<file path="config.mk">
export PLATFORM = sky130hd
export DESIGN_NAME = vex_bus_env_flat
export DESIGN_NICKNAME = d
export VERILOG_FILES = /design/src/rtl/vex_bus_env_pkg.sv /design/src/rtl/vex_bus_env_if.sv /design/src/rtl/vex_bus_chan.sv /design/src/rtl/vex_bus_env.sv /design/src/flat_wrapper.sv
export SDC_FILE = /design/constraint.sdc
export NUM_CORES = 1
export LEC_CHECK = 0
export CORE_ASPECT_RATIO = 2
export CORE_UTILIZATION = 23
export CTS_BUF_LIST = sky130_fd_sc_hd__clkbuf_2
export DETAILED_ROUTE_END_ITERATION = 8
export GPL_TIMING_DRIVEN = 1
export PLACE_DENSITY = 0.83
export SLEW_MARGIN = 20
export SYNTH_ARGS = -nofsm -noshare
export SYNTH_HDL_FRONTEND = slang
export SYNTH_HIERARCHICAL = 1
export SYNTH_SLANG_ARGS = --single-unit
</file>
<file path="constraint.sdc">
create_clock -name clock -period 2.95 [get_ports clock]
set_input_delay 0.59 -clock clock [delete_from_list [all_inputs] [get_ports clock]]
set_output_delay 0.59 -clock clock [all_outputs]
set_load 0.005 [all_outputs]
</file>
<file path="src/rtl/vex_bus_env_pkg.sv">
// Shared constants and helpers for the VexRiscv bus environment model.
// Holds the default parameter values and the counter widths used by every channel.
package vex_bus_env_pkg;

  localparam int NCHAN_DEF     = 2;
  localparam int DATA_W_DEF    = 32;
  localparam int MAX_STALL_DEF = 4;
  localparam int RSP_DEPTH_DEF = 2;

  localparam int STALL_W = 4;
  localparam int OUT_W   = 3;

  typedef logic [STALL_W-1:0] stall_t;
  typedef logic [OUT_W-1:0]   cnt_t;

  function automatic stall_t stall_next(input stall_t cur, input stall_t max_stall);
    return (cur >= max_stall) ? cur : stall_t'(cur + 1'b1);
  endfunction

endpackage

</file>
<file path="src/rtl/vex_bus_env_if.sv">
// Bundle of command/response signals between the core (master) and the
// bus environment (slave), one bit or slice per channel.
interface vex_bus_env_if #(
  parameter int NCHAN  = vex_bus_env_pkg::NCHAN_DEF,
  parameter int DATA_W = vex_bus_env_pkg::DATA_W_DEF
) ();

  logic [NCHAN-1:0]                         cmd_valid;
  logic [NCHAN-1:0]                         cmd_ready;
  logic [NCHAN-1:0]                         rand_cmd_ready;
  logic [NCHAN-1:0]                         rand_rsp_valid;
  logic [NCHAN*DATA_W-1:0]                  rand_rsp_data;
  logic [NCHAN-1:0]                         rsp_valid;
  logic [NCHAN*DATA_W-1:0]                  rsp_data;
  logic [NCHAN*vex_bus_env_pkg::OUT_W-1:0]  outstanding;

  modport master (
    output cmd_valid, rand_cmd_ready, rand_rsp_valid, rand_rsp_data,
    input  cmd_ready, rsp_valid, rsp_data, outstanding
  );

  modport slave (
    input  cmd_valid, rand_cmd_ready, rand_rsp_valid, rand_rsp_data,
    output cmd_ready, rsp_valid, rsp_data, outstanding
  );

endinterface

</file>
<file path="src/rtl/vex_bus_chan.sv">
// One independent bus channel: outstanding-command tracking plus stall counters.
// Define VEXRISCV_FAIRNESS_EN to force a handshake once a stall reaches MAX_STALL.
module vex_bus_chan
  import vex_bus_env_pkg::*;
#(
  parameter int DATA_W    = DATA_W_DEF,
  parameter int MAX_STALL = MAX_STALL_DEF,
  parameter int RSP_DEPTH = RSP_DEPTH_DEF
) (
  input  logic              clock,
  input  logic              reset,
  input  logic              cmd_valid,
  input  logic              rand_cmd_ready,
  input  logic              rand_rsp_valid,
  input  logic [DATA_W-1:0] rand_rsp_data,
  output logic              cmd_ready,
  output logic              rsp_valid,
  output logic [DATA_W-1:0] rsp_data,
  output cnt_t              outstanding
);

  localparam stall_t MAX_S = stall_t'(MAX_STALL);
  localparam cnt_t   DEPTH = cnt_t'(RSP_DEPTH);

  cnt_t   out_q, out_d;
  stall_t cmd_stall_q, cmd_stall_d;
  stall_t rsp_stall_q, rsp_stall_d;
  logic   cmd_force, rsp_force, full, accept;

`ifdef VEXRISCV_FAIRNESS_EN
  assign cmd_force = (cmd_stall_q == MAX_S);
  assign rsp_force = (rsp_stall_q == MAX_S);
`else
  assign cmd_force = 1'b0;
  assign rsp_force = 1'b0;
`endif

  // NOTE: every signal written here gets a default first, so no latch is inferred.
  always_comb begin
    rsp_valid   = !reset && (out_q != '0) && (rand_rsp_valid || rsp_force);
    full        = (out_q == DEPTH) && !rsp_valid;
    cmd_ready   = !reset && !full && (rand_cmd_ready || cmd_force);
    accept      = cmd_valid && cmd_ready;
    rsp_data    = rsp_valid ? rand_rsp_data : '0;
    outstanding = reset ? '0 : out_q;

    // Count only the net change; the registered count keeps responses at least one cycle after accept.
    out_d = out_q;
    if (accept && !rsp_valid)      out_d = cnt_t'(out_q + 1'b1);
    else if (!accept && rsp_valid) out_d = cnt_t'(out_q - 1'b1);

    cmd_stall_d = (cmd_valid && !cmd_ready) ? stall_next(cmd_stall_q, MAX_S) : '0;

    rsp_stall_d = rsp_stall_q;
    if (rsp_valid)           rsp_stall_d = '0;
    else if (out_q != '0)    rsp_stall_d = stall_next(rsp_stall_q, MAX_S);
  end

  // NOTE: state flops use non-blocking assignments so all registers update together.
  always_ff @(posedge clock) begin
    if (reset) begin
      out_q       <= '0;
      cmd_stall_q <= '0;
      rsp_stall_q <= '0;
    end else begin
      out_q       <= out_d;
      cmd_stall_q <= cmd_stall_d;
      rsp_stall_q <= rsp_stall_d;
    end
  end

endmodule

</file>
<file path="src/rtl/vex_bus_env.sv">
// Bus environment top: NCHAN independent channels behind one bus interface.
// Fairness forcing is enabled by defining VEXRISCV_FAIRNESS_EN.
module vex_bus_env
  import vex_bus_env_pkg::*;
#(
  parameter int NCHAN     = NCHAN_DEF,
  parameter int DATA_W    = DATA_W_DEF,
  parameter int MAX_STALL = MAX_STALL_DEF,
  parameter int RSP_DEPTH = RSP_DEPTH_DEF
) (
  input  logic          clock,
  input  logic          reset,
  vex_bus_env_if.slave  bus
);

  logic [NCHAN-1:0]        cmd_ready_w;
  logic [NCHAN-1:0]        rsp_valid_w;
  logic [NCHAN*DATA_W-1:0] rsp_data_w;
  logic [NCHAN*OUT_W-1:0]  outstanding_w;

  for (genvar c = 0; c < NCHAN; c++) begin : g_chan
    vex_bus_chan #(
      .DATA_W    (DATA_W),
      .MAX_STALL (MAX_STALL),
      .RSP_DEPTH (RSP_DEPTH)
    ) u_chan (
      .clock          (clock),
      .reset          (reset),
      .cmd_valid      (bus.cmd_valid[c]),
      .rand_cmd_ready (bus.rand_cmd_ready[c]),
      .rand_rsp_valid (bus.rand_rsp_valid[c]),
      .rand_rsp_data  (bus.rand_rsp_data[c*DATA_W +: DATA_W]),
      .cmd_ready      (cmd_ready_w[c]),
      .rsp_valid      (rsp_valid_w[c]),
      .rsp_data       (rsp_data_w[c*DATA_W +: DATA_W]),
      .outstanding    (outstanding_w[c*OUT_W +: OUT_W])
    );
  end

  assign bus.cmd_ready   = cmd_ready_w;
  assign bus.rsp_valid   = rsp_valid_w;
  assign bus.rsp_data    = rsp_data_w;
  assign bus.outstanding = outstanding_w;

endmodule

</file>
<file path="src/flat_wrapper.sv">
// flat-port wrapper written by rule: the top's interface ports become plain ports
module vex_bus_env_flat import vex_bus_env_pkg::*;
#(
  parameter int NCHAN     = NCHAN_DEF,
  parameter int DATA_W    = DATA_W_DEF,
  parameter int MAX_STALL = MAX_STALL_DEF,
  parameter int RSP_DEPTH = RSP_DEPTH_DEF
)
  (clock, reset, bus_cmd_valid, bus_rand_cmd_ready, bus_rand_rsp_valid, bus_rand_rsp_data, bus_cmd_ready, bus_rsp_valid, bus_rsp_data, bus_outstanding);
  vex_bus_env_if #(.NCHAN(NCHAN), .DATA_W(DATA_W)) bus_i ();
  input  logic clock;
  input  logic reset;
  input wire logic [$bits(bus_i.cmd_valid)-1:0] bus_cmd_valid;
  input wire logic [$bits(bus_i.rand_cmd_ready)-1:0] bus_rand_cmd_ready;
  input wire logic [$bits(bus_i.rand_rsp_valid)-1:0] bus_rand_rsp_valid;
  input wire logic [$bits(bus_i.rand_rsp_data)-1:0] bus_rand_rsp_data;
  output wire logic [$bits(bus_i.cmd_ready)-1:0] bus_cmd_ready;
  output wire logic [$bits(bus_i.rsp_valid)-1:0] bus_rsp_valid;
  output wire logic [$bits(bus_i.rsp_data)-1:0] bus_rsp_data;
  output wire logic [$bits(bus_i.outstanding)-1:0] bus_outstanding;
  assign bus_i.cmd_valid = bus_cmd_valid;
  assign bus_i.rand_cmd_ready = bus_rand_cmd_ready;
  assign bus_i.rand_rsp_valid = bus_rand_rsp_valid;
  assign bus_i.rand_rsp_data = bus_rand_rsp_data;
  assign bus_cmd_ready = bus_i.cmd_ready;
  assign bus_rsp_valid = bus_i.rsp_valid;
  assign bus_rsp_data = bus_i.rsp_data;
  assign bus_outstanding = bus_i.outstanding;
  vex_bus_env #(.NCHAN(NCHAN), .DATA_W(DATA_W), .MAX_STALL(MAX_STALL), .RSP_DEPTH(RSP_DEPTH)) u_core (.clock(clock), .reset(reset), .bus(bus_i));
endmodule
</file>
======== Yosys cells after proc, flatten, opt, wreduce, memory -nomap -nowiden ========
Cells that the tools add are included.
word-level totals
  register bits ........................... 6
  bits of input ports ..................... 72
  output and inout bits ................... 74
  logic and storage cells ................. 43
operators by class
  add/sub/neg operators ................... 4
  eq/ne operators ......................... 2
  multiplexer cells ....................... 8
  reductions and logical operators ........ 27
operator list
  cell                                                 number
  2-to-1 mux 32 bit                                    2
  2-to-1 mux 3 bit                                     6
  logical AND 1 bit                                    16
  zero test 1 bit                                      7
  adder 3 x 1 -> 3 bit, second input constant          2
  equality test 3 x 2 -> 1 bit, second input constant  2
  nonzero test 3 bit                                   2
  subtractor 3 x 1 -> 3 bit, second input constant     2
  nonzero test 2 bit                                   2

======== Longest topological paths before layout ========
Gate-level depths: netlist (run 1).
  word-level depth ........................ 13
  mapped depth ............................ 10
  depth with buffers taken out ............ 9

======== Modules after synthesis ========
The synthesis (run 1) kept the hierarchy.
modules (own cells, without submodules)
  module        instances  cells an instance  area an instance (um^2)  seq. area each (um^2)
  vex_bus_chan  2          58                 455.4                    60.1

======== Worst setup path after synthesis (run 1) ========
No wires, ideal clock.
  kind .................................... input to register
  start ................................... input port bus_rand_rsp_valid[0]
  end ..................................... register u_core.g_chan[0].u_chan.out_q[2]
  setup time .............................. 59 ps
  data arrival time ....................... 2,218 ps
  required time ........................... 2,891 ps
  path slack .............................. 673 ps
  stages .................................. 9
  path buffers ............................ 0
  path through ............................ nor4b_1 -> nor3b_1 -> and2_1 -> ha_1 -> inv_1 -> fa_1 -> xor2_1 -> or4_1 -> nand2_1
on the way
  cells in the longest elaborated chain, start to end .. 10
  elaborated cells between the ends (all ways) .. 12
  classes of those cells .................. mux (1); reduce/logical (11)
RTL lines
  element                              RTL line            text
  start, declared                      flat_wrapper.sv:15  input wire logic [$bits(bus_i.rand_rsp_valid)-1:0] bus_rand_rsp_valid;
  logical AND 1 bit (*)                vex_bus_chan.sv:40  rsp_valid = !reset && (out_q != '0) && (rand_rsp_valid || rsp_force);
  zero test 1 bit (*)                  vex_bus_chan.sv:41  full = (out_q == DEPTH) && !rsp_valid;
  logical AND 1 bit (*)                vex_bus_chan.sv:41
  zero test 1 bit (*)                  vex_bus_chan.sv:42  cmd_ready = !reset && !full && (rand_cmd_ready || cmd_force);
  logical AND 1 bit (*) (2 in series)  vex_bus_chan.sv:42
  named net bus_cmd_ready[0]           flat_wrapper.sv:17  output wire logic [$bits(bus_i.cmd_ready)-1:0] bus_cmd_ready;
  logical AND 1 bit (*)                vex_bus_chan.sv:43  accept = cmd_valid && cmd_ready;
  zero test 1 bit                      vex_bus_chan.sv:50  else if (!accept && rsp_valid) out_d = cnt_t'(out_q - 1'b1);
  logical AND 1 bit                    vex_bus_chan.sv:50
  nonzero test 2 bit (no source line)  --
  end signal, assigned                 vex_bus_chan.sv:66  out_q <= out_d;
  end, declared                        vex_bus_chan.sv:25  cnt_t out_q, out_d;
Mark *: on every way through the listed nets, which the timed path passes. The rest lies on a longest branch.
A chain may end at the register's enable or synchronous reset.

======== Worst setup path after layout (run 1) ========
  start ................................... input port reset
  end ..................................... output port bus_rsp_data[56]
on the way
  cells in the longest elaborated chain, start to end .. 4
RTL lines
  element                          RTL line            text
  start, declared                  flat_wrapper.sv:12  input logic reset;
  zero test 1 bit                  vex_bus_chan.sv:40
  logical AND 1 bit (2 in series)  vex_bus_chan.sv:40
  2-to-1 mux 32 bit                vex_bus_chan.sv:44  rsp_data = rsp_valid ? rand_rsp_data : '0;
  end, declared                    flat_wrapper.sv:19  output wire logic [$bits(bus_i.rsp_data)-1:0] bus_rsp_data;
Every way passes these cells.

==> flow_metrics.env, run 1 <==
export IMPL_reg2reg_depth=11
export IMPL_drcViolationCount=0
export IMPL_synth_top_family_by_area="simple AND/OR/NAND/NOR gates"
export IMPL_synth_commonest_cells="66 x and2_1, 6 x buf_6, 6 x dfxtp_1, 6 x nor2b_1"
export IMPL_powerDensity_nw_per_um2=255
export IMPL_die_height_microns=91.0
export IMPL_reg_top3="u_core/g_chan.u_chan/out_q: 6 flops"
export IMPL_hpwl_mm=3.70
export IMPL_dieArea_sq_um=4230
export IMPL_antenna_found_initial=0
export IMPL_maxSlewViolCount=0
export IMPL_final_antenna_net_count=0
export IMPL_io_pins=146
export IMPL_place_ws_ns=0.0486
export IMPL_drive_gt1_share_pct=6.69
export IMPL_setup_viol=0
export IMPL_syn_nets=192
export IMPL_cts_tree="done"
export IMPL_synthTopCellsByArea="and2_1 45%, dfxtp_1 13%, buf_6 7.4%"
export IMPL_syn_area_per_cell_sq_um=7.85
export IMPL_worst_setup_path_start_kind="primary input"
export IMPL_outcome="completed"
export IMPL_ys_seq_elements=6
export IMPL_netlist_area_sq_um=911
export IMPL_drt_vias_per_instance=4.16
export IMPL_synth_cell_type_count=17
export IMPL_cts_root_buf="clkbuf_2"
export IMPL_synth_edff_count=0
export IMPL_postCtsSetupRepairBufs=0
export IMPL_nFillCells=329
export IMPL_timing_final_ws_setup_ns=0.0505
export IMPL_grt_first_pass_wirelength_mm=5.70
export IMPL_clk_latency_ns=0.22
export IMPL_avgRoutedWirePerCell_microns=13.6
export IMPL_largest_reg_flops=6
export IMPL_synthCells=116
export IMPL_synth_most_common_cell="and2_1"
export IMPL_slew_headroom_pct=82.6
export IMPL_start_util_pct=23.9
export IMPL_whs_ns=0.591
export IMPL_grt_pass1_vias=1137
export IMPL_maxCapViolCount=0
export IMPL_max_stage_delay_ns=0.50
export IMPL_drt_total_wl_mm=4.37
export IMPL_gp_congestion=0.777
export IMPL_layout_nets=347
export IMPL_clk_pin_slew_worst_paths_ns=0.06
export IMPL_grt_ovfl_total=0
export IMPL_cts_max_level=1
export IMPL_cts_buffers=3
export IMPL_synth_top_area_share_pct=45.3
export IMPL_hold_class="reg -> reg"
export IMPL_cts_sinks=6
export IMPL_cp_end_kind="primary output"
export IMPL_cts_buffer_depth=2
export IMPL_worst_slew_pin_slew_ns=0.257
export IMPL_ys_dominant_reg_cell="dfxtp_1"
export IMPL_leakage_nw=0.988
export IMPL_grtUsageTotal_pct=18.4
export IMPL_synth_xor_area_share_pct=3.85
export IMPL_cts_resized=0
export IMPL_die_w_microns=46.5
export IMPL_rows=32
export IMPL_rrSetupSlack_ns=0.67
export IMPL_yosys_mux_area_fraction_pct=2.20
export IMPL_critPathArrivalTime_ns=2.31
export IMPL_synth_simple_area_share_pct=63.5
export IMPL_min_delay_path_depth=2
export IMPL_async_flop_share_pct=0
export IMPL_io_buffer_count=145
export IMPL_cts_hold_buf=0
export IMPL_area_growth_pct=173
export IMPL_dr_pass1_iters=4
export IMPL_antennaDiodeCount=0
export IMPL_ys_warn_count=6
export IMPL_yosys_area_top_type="and2_1"
export IMPL_required_ns=2.36
export IMPL_finalCriticalPeriod_ns=2.90
export IMPL_finClkSkew_ns=0.000823
export IMPL_grt_max_degree=34
export IMPL_regMostFlops="u_core/g_chan.u_chan/out_q"
export IMPL_fin_crit_sh_pct=98.3
export IMPL_yosys_area_share_adder_pct=7.14
export IMPL_fmax_mhz=345
export IMPL_synth_compound_area_share_pct=1.10
export IMPL_fin_cells=320
export IMPL_rsz0062_at_grt="yes"
export IMPL_vias=1331
export IMPL_crit_path_cell_trace="clkdlybuf4s50_1 -> buf_4 -> nor3b_4 -> buf_4 -> buf_12 -> and2_1 -> clkdlybuf4s50_1"
export IMPL_path_class="in -> out"
export IMPL_critPathMaxFanout=17
export IMPL_hold_viol=0
export IMPL_drt_iter0_markers=11
export IMPL_yosysSeqAreaShare_pct=13.2
export IMPL_ir_drop_v=0.000223
export IMPL_crit_slowest_cell="clkdlybuf4s50_1"
export IMPL_dp_cells=312
export IMPL_coreArea_sq_um=3800
## final cells by class
cell class              count  area [sq um]  share of cell area (%)
clock buffers               3          15.0                   0.603
repair buffers            156          1570                    63.0
well taps                  51          63.8                    2.56
multi-input cells         100           708                    28.4
inverters                   4          15.0                   0.603
flip-flops and latches      6           120                    4.82
## cells in the final DEF (no fill, tap or decap), drive strengths merged
master	instances
mux2i	2
nor3	2
nor2	4
nand2	2
nor3b	4
inv	4
xor2	4
dfxtp	6
and2	66
o21ai	2
nor2b	6
clkdlybuf4s50	145
fa	2
clkbuf	4
or4	2
ha	2
buf	10
nor4b	2
## critical path, delay by kind of cell
| family | cells | cell delay, ns |
|---|---|---|
| AND/OR/NAND/NOR | 2 | 0.33 |
| buffers and inverters | 5 | 1.39 |
## metrics by stage
| stage | setup TNS, ns | instance area, sq um | util, % | power, mW |
|---|---|---|---|---|
| finish | 0 | 2490 | 65.5 | 0.636 |
| detailed placement | 0 | 2420 | 63.5 | 0.558 |
| global route | -0.0722 | 2490 | 65.5 | 0.686 |
| global placement | 0 | 2420 | 63.5 | 0.549 |
| floorplan | 0 | 911 | - | 0.296 |
| CTS | 0 | 2430 | 63.9 | 0.619 |
## logic make-up after synthesis
group | Yosys count
mux | 2
buf+inv | 10
compound gates | 2
simple gates | 88
fa+ha+maj | 4
xor+xnor | 4
flops | 6
## path summary, 6_finish.rpt
kind / startpoint / to
hold / removal: u_core/g_chan[0].u_chan/out_q[1] / u_core/g_chan[0].u_chan/out_q[1]
setup / recovery: reset / bus_rsp_data[56]
hold reg to reg: u_core/g_chan[0].u_chan/out_q[1] / u_core/g_chan[0].u_chan/out_q[1]
setup reg to reg: u_core/g_chan[1].u_chan/out_q[0] / u_core/g_chan[1].u_chan/out_q[2]
## power by group
part	leakage, nW	total (mW)	switching [mW]	internal (mW)
logic	0.927	0.456	0.144	0.312
clock network	0.0125	0.0570	0.0294	0.0276
registers	0.0492	0.123	0.0252	0.0976
## metal layers
metal,vias to the layer above,routed length (microns),track usage [%],share of wire [%]
met5,-,0,0,0
met4,0,101,6.86,2.3
met3,8,489,5.17,11
met2,77,2420,35.1,55
met1,579,1360,16.0,31
li1,667,-,-,-
Power figures use the tool's default switching activity.
==> inputs of run 2 (changes only) <==
--- a/config.mk
+++ b/config.mk
@@ -9,6 +9,7 @@
 export CORE_UTILIZATION = 23
 export CTS_BUF_LIST = sky130_fd_sc_hd__clkbuf_2
 export DETAILED_ROUTE_END_ITERATION = 8
+export GPL_ROUTABILITY_DRIVEN = 0
 export GPL_TIMING_DRIVEN = 1
 export PLACE_DENSITY = 0.83
 export SLEW_MARGIN = 20
==> results of run 2 <==
Same layout as run 1: the final DEF is identical, and so are final timing and power.
